File: src/rtl/motor_driver_multi.sv
// rtl/motor_driver_multi.sv - multi-channel driver init sequencer over shared SPI (mode 3, 40-bit) plus per-channel step generators
module motor_driver_multi #(
  parameter int N_CH       = 2,
  parameter int N_INIT     = 6,
  parameter int DIV_W      = 32,
  parameter int SPI_HALF   = 4,
  parameter int GAP_CYCLES = 8
) (
  input  logic                  clk_in,
  input  logic                  reset_n_in,
  input  logic [N_INIT*40-1:0]  init_table_in,
  input  logic                  start_in,
  input  logic                  serial_in,
  output logic                  clk_out,
  output logic                  serial_out,
  output logic [N_CH-1:0]       cs_n_out,
  output logic                  busy_out,
  output logic                  init_done_out,
  output logic [N_CH*8-1:0]     status_out,
  input  logic [N_CH-1:0]       step_enable_in,
  input  logic [N_CH*DIV_W-1:0] period_in,
  output logic [N_CH-1:0]       step_out
);
  localparam int CH_W    = (N_CH > 1) ? $clog2(N_CH) : 1;
  localparam int IDX_W   = (N_INIT > 1) ? $clog2(N_INIT) : 1;
  localparam int CNT_W   = $clog2(SPI_HALF + GAP_CYCLES + 1);
  localparam int HP_LAST = 81;  // half-phases: 0 lead-in, 1..80 SCK halves, 81 hold

  typedef enum logic [1:0] {LOAD, XFER, GAP, DONE} state_t;
  state_t state, state_nxt;

  logic [CH_W-1:0]        ch;
  logic [IDX_W-1:0]       idx;
  logic [CNT_W-1:0]       cnt;
  logic [6:0]             hp;
  logic [39:0]            tx, rx;
  logic [N_CH-1:0][7:0]   status_q;
  logic                   half_end, xfer_end, gap_end, last_idx, last_ch;

  assign half_end   = (cnt == CNT_W'(SPI_HALF - 1));
  assign xfer_end   = (state == XFER) && half_end && (hp == 7'(HP_LAST));
  assign gap_end    = (state == GAP) && (cnt == CNT_W'(GAP_CYCLES - 1));
  assign last_idx   = (idx == IDX_W'(N_INIT - 1));
  assign last_ch    = (ch == CH_W'(N_CH - 1));
  assign status_out = status_q;

  always_ff @(posedge clk_in or negedge reset_n_in) begin
    if (!reset_n_in) state <= LOAD;
    else             state <= state_nxt;
  end

  always_comb begin
    state_nxt = state;
    case (state)
      LOAD:    state_nxt = XFER;
      XFER:    if (xfer_end) state_nxt = GAP;
      GAP:     if (gap_end) state_nxt = (last_idx && last_ch) ? DONE : LOAD;
      DONE:    if (start_in) state_nxt = LOAD;
      default: state_nxt = LOAD;
    endcase
  end

  always_ff @(posedge clk_in or negedge reset_n_in) begin
    if (!reset_n_in) begin
      ch            <= '0;
      idx           <= '0;
      cnt           <= '0;
      hp            <= '0;
      tx            <= '0;
      rx            <= '0;
      status_q      <= '0;
      clk_out       <= 1'b1;
      serial_out    <= 1'b0;
      cs_n_out      <= '1;
      busy_out      <= 1'b0;
      init_done_out <= 1'b0;
    end else begin
      case (state)
        LOAD: begin
          tx           <= init_table_in[idx*40 +: 40];
          cs_n_out[ch] <= 1'b0;
          busy_out     <= 1'b1;
          cnt          <= '0;
          hp           <= '0;
          clk_out      <= 1'b1;
        end
        XFER: begin
          if (!half_end) begin
            cnt <= cnt + 1'b1;
          end else begin
            cnt <= '0;
            hp  <= hp + 7'd1;
            if (hp == 7'(HP_LAST)) begin
              cs_n_out     <= '1;
              status_q[ch] <= rx[39:32];
            end else if (!hp[0]) begin
              // even half-phase ends: falling SCK launches the next MOSI bit, except before the hold
              if (hp != 7'(HP_LAST - 1)) begin
                clk_out    <= 1'b0;
                serial_out <= tx[39];
              end
            end else begin
              clk_out <= 1'b1;
              rx      <= {rx[38:0], serial_in};
              tx      <= {tx[38:0], 1'b0};
            end
          end
        end
        GAP: begin
          if (!gap_end) begin
            cnt <= cnt + 1'b1;
          end else begin
            cnt <= '0;
            if (!last_idx) begin
              idx <= idx + 1'b1;
            end else if (!last_ch) begin
              idx <= '0;
              ch  <= ch + 1'b1;
            end else begin
              busy_out      <= 1'b0;
              init_done_out <= 1'b1;
              serial_out    <= 1'b0;
            end
          end
        end
        DONE: begin
          serial_out <= 1'b0;
          if (start_in) begin
            ch            <= '0;
            idx           <= '0;
            init_done_out <= 1'b0;
          end
        end
        default: ;
      endcase
    end
  end

  // Step generators run only once the drivers are configured.
  for (genvar c = 0; c < N_CH; c++) begin : g_step
    logic [DIV_W-1:0] step_cnt;
    logic             step_q;
    logic             active;

    assign active      = step_enable_in[c] & init_done_out;
    assign step_out[c] = step_q;

    always_ff @(posedge clk_in or negedge reset_n_in) begin
      if (!reset_n_in) begin
        step_cnt <= '0;
        step_q   <= 1'b0;
      end else if (!active) begin
        step_cnt <= '0;
        step_q   <= 1'b0;
      end else if (step_cnt == period_in[c*DIV_W +: DIV_W]) begin
        step_cnt <= '0;
        step_q   <= ~step_q;
      end else begin
        step_cnt <= step_cnt + 1'b1;
      end
    end
  end
endmodule

File: config.mk
export PLATFORM = sky130hd
export DESIGN_NAME = motor_driver_multi
export DESIGN_NICKNAME = d
export VERILOG_FILES = /design/src/rtl/motor_driver_multi.sv
export SDC_FILE = /design/constraint.sdc
export NUM_CORES = 1
export LEC_CHECK = 0
export ABC_CLOCK_PERIOD_IN_PS = 3130
export BUFFER_PORTS_ARGS = -buffer_cell sky130_fd_sc_hd__buf_2
export CORE_MARGIN = 2
export CORE_UTILIZATION = 55
export DETAILED_ROUTE_END_ITERATION = 10
export PLACE_DENSITY = 0.85
export SYNTH_ARGS = -nofsm -noshare
export SYNTH_HDL_FRONTEND = slang
export SYNTH_SLANG_ARGS = --single-unit
File: constraint.sdc
create_clock -name clk_in -period 3.13 [get_ports clk_in]
set_input_delay 0.7825 -clock clk_in [delete_from_list [all_inputs] [get_ports clk_in]]
set_output_delay 0.7825 -clock clk_in [all_outputs]
set_load 0.005 [all_outputs]
==> out/results.txt, run 1 <==
Top cells by count, synth - dfrtp_1 (182), nand2_1 (115), xor2_1 (113)
WS Path Type - reg -> reg
Slew Viols, Final - 0
Vias per cell - 5.46
Total core area - 19,300 µm²
Comb power frac - 8.8%
Clock Pin Slew Worst Setup and Hold Paths - 70 ps
Routed len/inst - 17.0 µm
Area grow syn2layout - 23.3%
Syn Nets - 1,330
Worst vdd ir - 311 µV
Skew-Pair Late Insertion Delay - 420 ps
CP arrival - 2720 ps
Cts hold-fix bufs - 0
Pin count of the biggest net entering global routing - 82
Cell taking the most area after synthesis - dfrtp_1
Placer Congestion - 0.836
Final min period - 2430 ps
Setup TNS - 0 ps
Cells after Synth - 1,010
Pwr Total - 0.00498 W
Status - completed
Die Y-Extent - 144 µm
Leakage - 6.90 nW
Remaining antenna violation count - 0
Routed via count - 8,735
Final HPWL DP - 21,000 µm
Layout fillers - 1,457
Synth Area per Inst - 10.7 µm²
Mapped Area - 10,800 µm²
All-Layer GR Usage - 26.0%
# Post-CTS Setup Buffers - 0
Max capacitance violation total - 0
Die area - 20,800 µm²
CP endpoint kind - register
Die width - 144 µm
Iteration-0 DRC Markers - 424
Port bufs - 333
Worst Setup Start Kind - register
Switch Pwr - 0.00113 W
# setup viols final - 0
Relative slew slack - 35.3%
Warnings, synthesis - 0
Synth Register Bits - 185
Synth unique cells - 57
PwrDens - 374 nW/µm²
Setup Skew - 8.20 ps
Num rows - 51
TritonCTS clock tree - done
Initial antenna violation count - 1
Pre-antenna DRT Iters - 5
First-pass GRT wire length - 41,600 µm
P_int - 0.00385 W
Final Cycle Share - 77.5%
Crit-path max FO - 35
Sw Share - 22.6%
Vias in the first global route - 8,449
Clock buffer count from CTS - 17
Sequential power share - 48.5%
Hold Path Class - in -> async
Max frequency - 412 MHz
Seq/Total Area, Yosys - 42.9%
Maximum root-to-sink buffer count - 2
Grt total ovfl - 0
WP data required - 3430 ps
Clk sinks - 185
Top cell type's share of synthesized area - 42.2%
Starting Density - 55.8%
Final nets - 1,641
Top-count cell post-synth - dfrtp_1
Clock network fraction of total power - 42.7%
H-tree depth - 4
Slew @ Worst Pin - 969 ps
Share of layout cells above drive strength 1 - 36.7%
DRC violations left - 0
FF/Latch Area - 4640 µm²
Top post-synthesis cells by area - dfrtp_1 (42%), xor2_1 (9.2%), mux4_2 (8.3%)
Final Hold Fails - 0
RSZ-0062 raised after global routing - no
Drt total wl - 27,200 µm
Clock root buffer master - clkbuf_16
Multi-input gate area - 5870 µm²
Post-CTS Resized - 0
Async SR Flop Fraction - 100%
Ys flop type - dfrtp_1
I/O pins - 334
EDFF count, synth - 0
-- flip-flops by register name (all words and copies together), names as in the netlist --
name             cells
init_done_out        1
status_out          16
cs_n_out             2
state                2
g_step.step_q        2
clk_out              1
hp                   7
g_step.step_cnt     64
ch                   1
idx                  3
tx                  40
serial_out           1
rx                  40
cnt                  4
busy_out             1
-- power by group through the flow --
stage / clock network [W] / registers, W / logic (W)
2_1_floorplan: 0 / 0.00246 / 0.000140
3_3_place_gp: 0 / 0.00246 / 0.000428
3_5_place_dp: 0 / 0.00246 / 0.000437
4_1_cts: 0.00217 / 0.00241 / 0.000440
5_1_grt: 0.00226 / 0.00241 / 0.000480
6_report: 0.00213 / 0.00241 / 0.000437
-- per-stage QoR --
stage	worst slack, ps	area (µm²)	util [%]	hold slack, ps	cells
after floorplan	1110	10800	-	444	1010
after global placement	498	12700	65.8	460	1567
after detailed placement	458	12700	65.8	470	1567
after CTS	708	13300	68.9	419	1599
after global routing	615	13300	68.9	440	1599
final	704	13300	68.9	387	1600
-- worst paths after layout --
kind	end	start	slack (ps)	cells past startpoint
max	rx[16]	cnt[0]	700	6
min	g_step[1].step_cnt[20]	reset_n_in	390	1
max reg2reg	rx[16]	cnt[0]	700	6
min reg2reg	cs_n_out[1]	cs_n_out[1]	480	2
max in group asynchronous	tx[3]	reset_n_in	1970	2
min in group clk_in	cs_n_out[1]	cs_n_out[1]	480	2
-- layout make-up --
type | instances | share of cell area [%]
Antenna cell | 1 | 0.0188
Clock buffer | 21 | 3.38
Clock inverter | 11 | 1.02
Inverter | 13 | 0.366
Multi-Input combinational cell | 757 | 44.1
Sequential cell | 185 | 34.8
Tap cell | 265 | 2.49
Timing Repair Buffer | 347 | 13.8
-- layer usage --
metal | global-route usage [%] | vias to the layer above | part of all wire, %
met5 | 0 | - | 0.051
met4 | 8.62 | 2 | 1.9
met3 | 4.24 | 36 | 5.6
met2 | 41.6 | 312 | 48
met1 | 36.4 | 4191 | 44
li1 | - | 4194 | -
-- cells by family (layout without fill, tap and decap cells) --
family	count (synthesis)	count (layout)	share of synthesized area (%)
xor+xnor	126	126	10.2
buf+inv	68	392	2.89
flops	185	185	42.9
simple gates	322	322	14.6
other cells	0	1	0
fa+ha+maj	10	10	1.16
mux	178	178	22.1
compound gates	121	121	6.12
-- worst max-delay path, stage by stage (launching register included) --
cell and delay (ps):
dfrtp_1 390, ha_1 230, or3b_4 420, nor2_4 290, nand3_2 250, buf_4 350
mux2_1 370
-- layout by cell type, fill, tap and decap left out, types with 4 or more instances in the layout --
master,Yosys,final
and4_1,7,7
nand3_1,31,31
o21ai_0,84,84
buf_12,0,5
xnor2_1,13,13
buf_4,3,9
nand4_1,27,27
and3_1,9,9
nor3_1,6,6
nand2_1,115,115
mux2_4,8,8
xor2_1,113,113
o21ai_1,7,7
clkinvlp_4,0,4
mux2_2,46,46
buf_2,23,332
ha_1,10,10
nor4_1,16,16
inv_1,12,12
mux2i_1,82,82
a21oi_1,10,10
mux4_2,40,40
dfrtp_1,182,180
clkbuf_16,0,17
nor2_1,82,82
nor2b_1,6,6
(Power assumes the default switching activity.)
==> inputs of run 2 (changes only) <==
Settings changed: ABC_CLOCK_PERIOD_IN_PS 3130 to 2100, CORE_UTILIZATION 55 to 47, PLACE_DENSITY 0.85 to 0.77.
Clock period 3.13 ns to 2.1 ns, I/O delays scaled along.
==> out/results.txt, run 2 (synthesis gave the netlist of run 1 again) <==
Clock root buffer master - clkbuf_16 (unchanged)
Largest regs - g_step.step_cnt x64, rx x40, tx x40 (unchanged)
Pin count of the biggest net entering global routing - 80 (was 82)
Crit-path cells - ha_2 -> or3b_4 -> nor2_4 -> buf_12 -> nand2b_4 -> or2_4 -> mux2_4 (was ha_1 -> or3b_4 -> nor2_4 -> nand3_2 -> buf_4 -> mux2_1)
Clock Pin Slew Worst Setup and Hold Paths - 70 ps (about the same)
Slew @ Worst Pin - 524 ps (was 969 ps)
I/O pins - 334 (unchanged)
Hold Path Class - in -> reg (was in -> async)
All-Layer GR Usage - 24.3% (was 26.0%)
Hold slack - 333 ps (was 387 ps)
Final HPWL DP - 23,000 µm (was 21,000 µm)
Num rows - 55 (was 51)
CP max-delay cell - or3b_4 (unchanged)
Maximum root-to-sink buffer count - 2 (unchanged)
Vias in the first global route - 8,725 (was 8,449)
Comb power frac - 9.0% (was 8.8%)
Total core area - 22,600 µm² (was 19,300 µm²)
Setup TNS - 0 ps (unchanged)
Most common cell after layout, fill and taps aside - buf_2 (unchanged)
Starting Density - 47.8% (was 55.8%)
CP arrival - 2350 ps (was 2720 ps)
Worst Setup Start Kind - register (unchanged)
Port bufs - 333 (unchanged)
Top cell family by delay on the critical path - simple AND/OR/NAND/NOR gates (unchanged)
Clock buffer count from CTS - 17 (unchanged)
Remaining antenna violation count - 0 (unchanged)
Skew-Pair Late Insertion Delay - 430 ps (was 420 ps)
P_int - 0.00553 W (was 0.00385 W)
Worst vdd ir - 489 µV (was 311 µV)
Initial antenna violation count - 9 (was 1)
# setup viols final - 0 (unchanged)
Final Hold Fails - 0 (unchanged)
Commonest cells after routing, fill and taps aside - buf_2 (332), dfrtp_1 (180), nand2_1 (115), xor2_1 (113), o21ai_0 (83) (was buf_2 (332), dfrtp_1 (180), nand2_1 (115), xor2_1 (113), o21ai_0 (84))
Vias per cell - 5.29 (was 5.46)
Drt total wl - 29,300 µm (was 27,200 µm)
Largest register by flop count - g_step.step_cnt (unchanged)
Dpl cells - 1,611 (was 1,567)
CP Buf/Inv Count - 1 (unchanged)
Final nets - 1,675 (was 1,641)
Grt total ovfl - 0 (unchanged)
WS Path Type - reg -> reg (unchanged)
Status - completed (unchanged)
Dpl cell area - 13,000 µm² (was 12,700 µm²)
TritonCTS clock tree - done (unchanged)
Relative slew slack - 65.0% (was 35.3%)
Sw Share - 24.8% (was 22.6%)
Routed len/inst - 17.6 µm (was 17.0 µm)
Final Instance Area - 13,700 µm² (was 13,300 µm²)
Switch Pwr - 0.00182 W (was 0.00113 W)
Final Cycle Share - 97.5% (was 77.5%)
PwrDens - 536 nW/µm² (was 374 nW/µm²)
Area grow syn2layout - 27.1% (was 23.3%)
WP data required - 2400 ps (was 3430 ps)
Max frequency - 488 MHz (was 412 MHz)
Largest register FFs - 64 (unchanged)
Max capacitance violation total - 0 (unchanged)
Pwr Total - 0.00735 W (was 0.00498 W)
Routed via count - 8,790 (was 8,735)
Setup Skew - 20.5 ps (was 8.20 ps)
Die width - 156 µm (was 144 µm)
Placer Congestion - 0.889 (was 0.836)
Crit-path max FO - 8 (was 35)
Final min period - 2050 ps (was 2430 ps)
Pre-antenna DRT Iters - 4 (was 5)
Slew Viols, Final - 0 (unchanged)
Share of layout cells above drive strength 1 - 38.6% (was 36.7%)
Sequential power share - 48.9% (was 48.5%)
Leakage - 7.11 nW (was 6.90 nW)
DRC violations left - 0 (unchanged)
Die area - 24,200 µm² (was 20,800 µm²)
Non-Filler Instances - 1,662 (was 1,600)
Slowest stage delay, CP - 410 ps (was 420 ps)
CP endpoint kind - register (unchanged)
H-tree depth - 4 (unchanged)
Clk sinks - 185 (unchanged)
Clock network fraction of total power - 42.0% (was 42.7%)
Iteration-0 DRC Markers - 404 (was 424)
First-pass GRT wire length - 45,300 µm (was 41,600 µm)
Die Y-Extent - 156 µm (was 144 µm)
-- run 2: cell count changes in the layout (fill, tap and decap cells not counted), moves of 2 or more --
cell,before,now
buf_4,9,33
buf_12,5,13
diode_2,1,9
inv_6,2,6
clkinvlp_4,4,1
inv_8,1,4
bufinv_16,2,0
clkbuf_1,3,1
clkinv_4,2,0
clkinv_8,0,2
-- run 2: power groups by stage --
stage,combinational [W],sequential (W),clock (W)
after floorplan,0.000209,0.00366,0
after global placement,0.000662,0.00366,0
after detailed placement,0.000669,0.00367,0
after CTS,0.000674,0.00360,0.00317
after global routing,0.000728,0.00360,0.00332
final,0.000663,0.00360,0.00309
-- run 2: cell type report --
cell class	count	area (µm²)
flip-flops and latches	185	4640
repair buffers	381	2200
multi-input cells	757	5880
well taps	285	357
fillers	1854	8850
diodes	9	22.5
inverters	13	48.8
clock inverters	14	143
clock buffers	18	429
-- run 2: stage by stage --
stage / utilization [%] / setup WS [ps]
floorplan: - / 83.7
global placement: 57.7 / 63.3
detailed placement: 57.7 / -7.86
CTS: 60.3 / 35.3
global route: 60.8 / -8.80
finish: 60.8 / 51.8
-- run 2: metal layers --
layer	up-vias	GRT usage (%)	part of all wire (%)
met2	296	42.0	50
met1	4160	28.1	39
met5	-	0	0.044
met4	2	13.0	4.6
li1	4276	-	-
met3	56	5.56	5.7
-- run 2: timing repair --
action,in CTS,in global routing
endpoints found under the hold margin,10,0
setup buffers,0,9
cloned,0,0
hold buffers,1,0
setup endpoints to repair,1,22
pin swaps,0,2
resized for setup,1,5
-- run 2: tightest hold or removal path: cells and delay by family --
family,cells,cell delay (ps)
AO/OA/AOI/OAI,1,40
AND/OR/NAND/NOR,1,60
buffers and inverters,1,90
-- run 2: path summary, 6_finish.rpt --
| path | from | slack, ps | end | cells past startpoint |
|---|---|---|---|---|
| max | cnt[1] | 50 | status_out[10] | 7 |
| min | step_enable_in[0] | 330 | g_step[0].step_q | 3 |
| max reg2reg | cnt[1] | 50 | status_out[10] | 7 |
| min reg2reg | cs_n_out[0] | 480 | cs_n_out[0] | 2 |
| max in group asynchronous | reset_n_in | 1010 | cs_n_out[1] | 3 |
| min in group asynchronous | reset_n_in | 490 | g_step[1].step_cnt[25] | 2 |
